[config.mk]
export PLATFORM = sky130hd
export DESIGN_NAME = circ_q_reader
export DESIGN_NICKNAME = d
export VERILOG_FILES = /design/src/rtl/neat_q_pkg.sv /design/src/rtl/circ_q_reader_obuf.sv /design/src/rtl/circ_q_reader.sv
export SDC_FILE = /design/constraint.sdc
export NUM_CORES = 1
export LEC_CHECK = 0
export BUFFER_PORTS_ARGS = -buffer_cell sky130_fd_sc_hd__clkbuf_2
export CAP_MARGIN = 20
export CELL_PAD_IN_SITES_DETAIL_PLACEMENT = 1
export CELL_PAD_IN_SITES_GLOBAL_PLACEMENT = 1
export CORE_MARGIN = 2
export CORE_UTILIZATION = 53
export CTS_BUF_LIST = sky130_fd_sc_hd__clkbuf_2 sky130_fd_sc_hd__clkbuf_4 sky130_fd_sc_hd__clkbuf_8
export DETAILED_ROUTE_END_ITERATION = 10
export GPL_TIMING_DRIVEN = 0
export PLACE_DENSITY = 0.88
export SLEW_MARGIN = 25
export SYNTH_ARGS = -nofsm -noshare
export SYNTH_HDL_FRONTEND = slang
export SYNTH_HIERARCHICAL = 1
export SYNTH_SLANG_ARGS = --single-unit
[constraint.sdc]
create_clock -name clk -period 5.9 [get_ports clk]
set_clock_uncertainty 0.15 [all_clocks]
set_input_delay 1.18 -clock clk [delete_from_list [all_inputs] [get_ports clk]]
set_output_delay 1.18 -clock clk [all_outputs]
set_load 0.1 [all_outputs]
[src/rtl/neat_q_pkg.sv]
// Types and constants shared by the circular-queue blocks.
package neat_q_pkg;

    typedef enum logic [1:0] {
        RD_IDLE,
        RD_RUN,
        RD_DONE
    } rd_state_t;

    localparam int RD_BUF_DEPTH = 3;

    // Pointer increment for the 3-entry output buffer.
    function automatic logic [1:0] rd_ptr_inc(input logic [1:0] ptr);
        return (ptr == 2'(RD_BUF_DEPTH - 1)) ? 2'd0 : ptr + 2'd1;
    endfunction

endpackage

[src/rtl/circ_q_reader_obuf.sv]
// Three-entry registered FIFO holding words popped from the queue until the
// downstream stream accepts them.
module circ_q_reader_obuf
    import neat_q_pkg::*;
#(
    parameter int WORD_SZ = 32
) (
    input  logic               clk,
    input  logic               rst,
    input  logic               push_i,
    input  logic [WORD_SZ-1:0] push_data_i,
    input  logic               pop_i,
    output logic [WORD_SZ-1:0] head_o,
    output logic [1:0]         cnt_o
);

    logic [WORD_SZ-1:0] mem_q [RD_BUF_DEPTH];
    logic [1:0]         wr_ptr_q;
    logic [1:0]         rd_ptr_q;
    logic [1:0]         cnt_q;
    logic [1:0]         cnt_d;

    always_comb begin
        cnt_d = cnt_q;
        case ({push_i, pop_i})
            2'b10:   cnt_d = cnt_q + 2'd1;
            2'b01:   cnt_d = cnt_q - 2'd1;
            default: cnt_d = cnt_q;
        endcase
    end

    // Storage is cleared too so the stream data reads 0 out of reset.
    always_ff @(posedge clk) begin
        if (rst) begin
            for (int i = 0; i < RD_BUF_DEPTH; i++) begin
                mem_q[i] <= '0;
            end
            wr_ptr_q <= 2'd0;
            rd_ptr_q <= 2'd0;
            cnt_q    <= 2'd0;
        end else begin
            if (push_i) begin
                mem_q[wr_ptr_q] <= push_data_i;
                wr_ptr_q        <= rd_ptr_inc(wr_ptr_q);
            end
            if (pop_i) begin
                rd_ptr_q <= rd_ptr_inc(rd_ptr_q);
            end
            cnt_q <= cnt_d;
        end
    end

    assign head_o = mem_q[rd_ptr_q];
    assign cnt_o  = cnt_q;

endmodule

[src/rtl/circ_q_reader.sv]
// Read-side drain engine: pops len words from a circ_q (1-cycle read latency)
// and presents them on a valid/ready stream with a last flag and a done pulse.
module circ_q_reader
    import neat_q_pkg::*;
#(
    parameter int WORD_SZ = 32,
    parameter int LEN_W   = 16
) (
    input  logic               clk,
    input  logic               rst,
    input  logic               start_i,
    input  logic [LEN_W-1:0]   len_i,
    output logic               busy_o,
    output logic               done_o,
    output logic               q_rd_o,
    input  logic               q_empty_i,
    input  logic [WORD_SZ-1:0] q_data_i,
    output logic               m_valid_o,
    input  logic               m_ready_i,
    output logic [WORD_SZ-1:0] m_data_o,
    output logic               m_last_o,
    output logic [LEN_W-1:0]   words_out_o
);

    // Stream handshake: a word moves when m_valid_o & m_ready_i at a rising
    // edge; once raised, valid/data/last hold until that handshake.

    rd_state_t        state_q, state_d;
    logic [LEN_W-1:0] len_q, len_d;
    logic [LEN_W-1:0] issued_q, issued_d;
    logic [LEN_W-1:0] words_q, words_d;
    logic             inflight_q;
    logic             q_rd;
    logic [1:0]       buf_cnt;
    logic             m_hs;
    logic             last_word;

    assign m_valid_o = (buf_cnt != 2'd0);
    assign m_hs      = m_valid_o & m_ready_i;
    assign last_word = (words_q == len_q - LEN_W'(1));

    // Occupancy plus the word in flight must stay below the buffer depth so a
    // returning word always has a free slot regardless of m_ready_i.
    always_comb begin
        state_d  = state_q;
        len_d    = len_q;
        issued_d = issued_q;
        words_d  = words_q;
        q_rd     = 1'b0;
        case (state_q)
            RD_IDLE: begin
                if (start_i) begin
                    len_d    = len_i;
                    issued_d = '0;
                    words_d  = '0;
                    state_d  = (len_i == '0) ? RD_DONE : RD_RUN;
                end
            end
            RD_RUN: begin
                q_rd = !q_empty_i && (issued_q < len_q)
                       && (({1'b0, buf_cnt} + {2'b00, inflight_q}) < 3'(RD_BUF_DEPTH));
                if (q_rd) begin
                    issued_d = issued_q + LEN_W'(1);
                end
                if (m_hs) begin
                    words_d = words_q + LEN_W'(1);
                    if (last_word) begin
                        state_d = RD_DONE;
                    end
                end
            end
            RD_DONE: begin
                state_d = RD_IDLE;
            end
            default: begin
                state_d = RD_IDLE;
            end
        endcase
    end

    always_ff @(posedge clk) begin
        if (rst) begin
            state_q    <= RD_IDLE;
            len_q      <= '0;
            issued_q   <= '0;
            words_q    <= '0;
            inflight_q <= 1'b0;
        end else begin
            state_q    <= state_d;
            len_q      <= len_d;
            issued_q   <= issued_d;
            words_q    <= words_d;
            inflight_q <= q_rd;
        end
    end

    circ_q_reader_obuf #(
        .WORD_SZ(WORD_SZ)
    ) u_obuf (
        .clk        (clk),
        .rst        (rst),
        .push_i     (inflight_q),
        .push_data_i(q_data_i),
        .pop_i      (m_hs),
        .head_o     (m_data_o),
        .cnt_o      (buf_cnt)
    );

    assign q_rd_o      = q_rd;
    assign busy_o      = (state_q != RD_IDLE);
    assign done_o      = (state_q == RD_DONE);
    assign m_last_o    = m_valid_o & last_word;
    assign words_out_o = words_q;

endmodule

# == Word-level counts from Yosys, hierarchy flattened ==
# Memory sizes are Yosys's and may differ from the RTL's. A register that Yosys moved wholly into a read port is not among the register bits.
# Cells that the tools add are included.
# word_totals
out_inout_bits,53
wordCells,70
regBits,57
ramBits,96
input_bits,53
mem_count,1
# classes
n_mux,24
reduce_logical,14
eq_ne,11
order_cmp,2
add_sub_neg,8
bitwise,2
# mem_list
name,words,width,rd,rd_ports_with_merged_regs,write_ports,line,text
u_obuf.mem_q,3,32,1,1,3,circ_q_reader_obuf.sv:17,logic [WORD_SZ-1:0] mem_q [RD_BUF_DEPTH];
# op_table
cell,count
$pmux W16 S2,2
$mux W16,3
$add A16 B1 Y16 const B,2
$mux W32,1
$reduce_or A32 Y1,1
$mux W2,9
$eq A16 B16 Y1,1
$logic_not A16 Y1,1
$lt A16 B16 Y1,1
$sub A16 B1 Y16 const B,1
$reduce_and A3 Y1,3
$eq A2 B2 Y1 const B,4
$pmux W2 S2,2
$reduce_bool A2 Y1,4
$mux W1,7
$add A2 B1 Y2 const B,3
$ne A2 B2 Y1 const B,3
$eq A2 B1 Y1 const B,2
$add A2 B1 Y3,1
$lt A3 B2 Y1 const B,1
$and A1 B1 Y1,2
$logic_and A1 B1 Y1,2
$logic_not A2 Y1,1
$ne A2 B1 Y1 const B,1
other kinds (3),3

# == Logic depth before layout (Yosys ltp) ==
# logic_depth
depth_word,5
mapped_depth,10
mapped_depth_nobuf,9

# == Cells and area by module ==
# Netlist, hierarchy kept.
# modules_own_cells
mod,seq_area_each_um2,area_per_inst_um2,n_inst,cells_each
circ_q_reader_obuf,4003.8,5718.0,1,313
circ_q_reader,1021.0,3319.4,1,407

# == Least setup slack after synthesis ==
# Ideal clock, no wire load.
# synth_timing
path_kind,register to output
from,"register words_q[11], in the netlist words_out_o[11]"
to,output port m_last_o
arrival_ns,4.148
path_buffers,0
path_stages_with_launch,7
path_slack_ns,0.422
required_ns,4.570
cell_sequence,dfxtp_1 > xnor2_1 > xnor2_1 > a311oi_1 > nor4_1 > nand3_1 > nor3b_1
# synth_between
elab_chain_cells,2
# synth_rtl
item,line,text
from (decl),circ_q_reader.sv:31,"logic [LEN_W-1:0] words_q, words_d;"
from (signal assigned),circ_q_reader.sv:92,words_q <= words_d;
$eq A16 B16 Y1,circ_q_reader.sv:40,assign last_word = (words_q == len_q - LEN_W'(1));
$and A1 B1 Y1,circ_q_reader.sv:112,assign m_last_o = m_valid_o & last_word;
to (decl),circ_q_reader.sv:21,"output logic m_last_o,"
# Every way passes these cells.

# == Final worst setup path ==
# layout_timing
from,register len_q[10]
to,output port m_last_o
# layout_between
elab_chain_cells,3
# layout_rtl
item,line,text
from (decl),circ_q_reader.sv:29,"logic [LEN_W-1:0] len_q, len_d;"
from (signal assigned),circ_q_reader.sv:90,len_q <= len_d;
$sub A16 B1 Y16,circ_q_reader.sv:40,
$eq A16 B16 Y1,circ_q_reader.sv:40,
$and A1 B1 Y1,circ_q_reader.sv:112,
# Every way passes these cells.

==> results.sh <==
export IMPL_preCtsSetupSlack_ns=1.83
export IMPL_grt_max_degree=21
export IMPL_drt_pass1_iter_count=4
export IMPL_routed_wl_um=23700
export IMPL_netlist_area_um2=9040
export IMPL_synth_top_area_frac=0.425
export IMPL_critPathKind="flip-flop to primary output"
export IMPL_ctsHoldBuffers=0
export IMPL_ys_seq_elements=187
export IMPL_viasPerCell=5.90
export IMPL_clk_path_buf_depth=2
export IMPL_final_area_um2=10400
export IMPL_cp_end_kind="primary output"
export IMPL_cts_root_buffer="clkbuf_8"
export IMPL_cts_tree="done"
export IMPL_synth_top_cells_by_count="edfxtp_1, and2_1, nand2_1"
export IMPL_die_h_um=135
export IMPL_grt_pass1_vias=7002
export IMPL_dpl_hpwl_um=17200
export IMPL_leakage_nw=4.01
export IMPL_grt_pass1_wl_um=38100
export IMPL_hold_class="flip-flop to flip-flop"
export IMPL_fmaxAchievable_mhz=213
export IMPL_cts_setup_buffers=0
export IMPL_die_w_um=135
export IMPL_rrSetupSlack_ns=3.24
export IMPL_worst_r2r_endpoint="state_q[0]"
export IMPL_synthTopCellsByArea="edfxtp_1, dfxtp_1, mux4_2"
export IMPL_reg2reg_depth=7
export IMPL_detail_route_antenna_nets=0
export IMPL_pwr_density_cell_nw_per_um2=276
export IMPL_worstPathCellList="clkbuf_1 > nor4_1 > nand4_1 > xnor2_1 > nor4_1 > nand3_1 > nor3b_1 > clkbuf_2"
export IMPL_required_ns=4.57
export IMPL_start_kind="flip-flop"
export IMPL_syn_inst=720
export IMPL_core_um2=16600
export IMPL_arrival_ns=3.37
export IMPL_drive_gt1_frac=0.257
export IMPL_synth_async_reset_ratio=0
export IMPL_clock_latency_ns=0.48
export IMPL_path_clk_slew_ns=0.11
export IMPL_cts_resized=0
export IMPL_crit_path_frequent_cell="nor4_1"
export IMPL_synth_edf_count=128
export IMPL_antenna_found_initial=0
export IMPL_cpPeakStageDelay_ns=0.69
export IMPL_critPathCapture="m_last_o"
export IMPL_cap_violations=0
export IMPL_antenna_cells=0
export IMPL_clock_sinks=187
export IMPL_rsz0062_at_grt="no"
export IMPL_yosysMostFrequentCell="edfxtp_1"
export IMPL_numPortBuffers=105
export IMPL_final_setup_worst_slack_ns=1.20
export IMPL_drcViolationCount=0
export IMPL_syn2layout_area_growth_pct=15.0
export IMPL_vdd_drop_max_v=0.000138
export IMPL_place_area_um2=9980
export IMPL_yosys_area_top_type="edfxtp_1"
export IMPL_ys_flop_type="edfxtp_1"
export IMPL_setup_viol=0
export IMPL_first_iter_violations=420
export IMPL_relSlewSlack=0.454
export IMPL_final_max_slew_viol_count=0
export IMPL_vias=6375
export IMPL_period_needed_ns=4.70
export IMPL_globalRouteTotalUtil=0.277
export IMPL_tns_ns=0
export IMPL_die_area_um2=18100
export IMPL_rows=47
export IMPL_ys_warn_count=6
export IMPL_critPathMaxFanout=6
export IMPL_wire_per_inst_um=21.9
export IMPL_place_congestion=0.927
export IMPL_startpoint="len_q[10]"
export IMPL_tightest_slew_ns=0.816
export IMPL_start_util=0.543
export IMPL_cts_made_buffers=17
export IMPL_nets=922
export IMPL_r2r_start="len_q[10]"
export IMPL_io_pins=106
export IMPL_cts_max_level=4
export IMPL_ys_seq_area_frac=0.556
export IMPL_synth_cell_types=68
export IMPL_grt_ovfl_total=0
export IMPL_status="completed"
export IMPL_min_period_over_period=0.796
export IMPL_slowest_stage="nor4_1"
export IMPL_syn_nets=794
export IMPL_hold_viol_final=0
export IMPL_avgSynthCellArea_um2=12.6
[area by class of cell]
class,count,area [um^2]
sequential,187,5020
fill,1707,6250
tap,220,275
inverter,26,97.6
multi-input combinational,468,3670
buffer,39,275
clock buffer,18,241
clock inverter,14,173
timing repair buffer,109,636
[cells by family (layout without fill, tap and decap cells)]
family	count (synthesis)	count (layout)	share of synthesized area
xor gates and xnor gates	38	38	0.0368
AOI/OAI and AO/OA	89	89	0.0767
adders and majority gates	21	21	0.0291
and+or+nand+nor	285	285	0.176
muxes	35	35	0.0840
buffers and inverters	65	206	0.0413
DFF	187	187	0.556
[worst min path at each step]
stage,startpoint,end,cells past startpoint
3_5_place_dp,issued_q[6],issued_q[6],2
2_1_floorplan,issued_q[4],issued_q[4],2
3_3_place_gp,u_obuf/rd_ptr_q[1],u_obuf/rd_ptr_q[1],2
5_1_grt,len_q[14],len_q[14],2
4_1_cts,len_q[14],len_q[14],2
6_report,len_q[14],len_q[14],2
[sequential cells by signal (all words and copies together) (netlist names), named ones only]
name,cells
inflight_q,1
len_q,16
u_obuf/rd_ptr_q,2
state_q,2
words_out_o,16
u_obuf/wr_ptr_q,2
u_obuf/mem_q,128
u_obuf/cnt_o,2
issued_q,16
[through the flow]
| stage | utilization | total power, mW | hold WS, ns | std cells |
|---|---|---|---|---|
| after floorplan | - | 1.88 | 0.303 | 720 |
| after global placement | 0.591 | 1.98 | 0.323 | 1045 |
| after detailed placement | 0.600 | 2.01 | 0.337 | 1049 |
| after CTS | 0.625 | 2.88 | 0.355 | 1081 |
| after global routing | 0.625 | 2.96 | 0.391 | 1081 |
| final | 0.625 | 2.87 | 0.351 | 1081 |
[per-layer routing]
layer | track usage | part of all wire | wire, um
met2 | 0.504 | 0.54 | 12700
met1 | 0.331 | 0.40 | 9500
met4 | 0.101 | 0.020 | 466
met5 | 0 | 0 | 0
met3 | 0.0458 | 0.043 | 1010
[cell usage in the layout (no fill, tap or decap), drive strengths merged, types with 22 or more instances in the layout]
master	netlist	layout
dfxtp	59	59
buf	20	24
and2	98	98
xor2	22	22
inv	26	32
a21oi	31	31
nand2	66	66
edfxtp	128	128
nand3	23	23
clkbuf	19	142
nor2	32	32
mux4	32	32
[critical path: cells and delay by family (launching register included)]
kind | cells | cell delay (ns)
DFF | 1 | 0.31
and+or+nand+nor | 5 | 1.65
xor gates and xnor gates | 1 | 0.20
buffers and inverters | 2 | 0.72
[where the power goes]
| part | switching [mW] | leakage [nW] | internal [mW] |
|---|---|---|---|
| Clock | 0.518 | 0.208 | 0.365 |
| Sequential | 0.0300 | 1.76 | 1.44 |
| Combinational | 0.372 | 2.05 | 0.145 |
| Total | 0.920 | 4.01 | 1.95 |
Note: power is estimated with default switching activity, not from simulation.
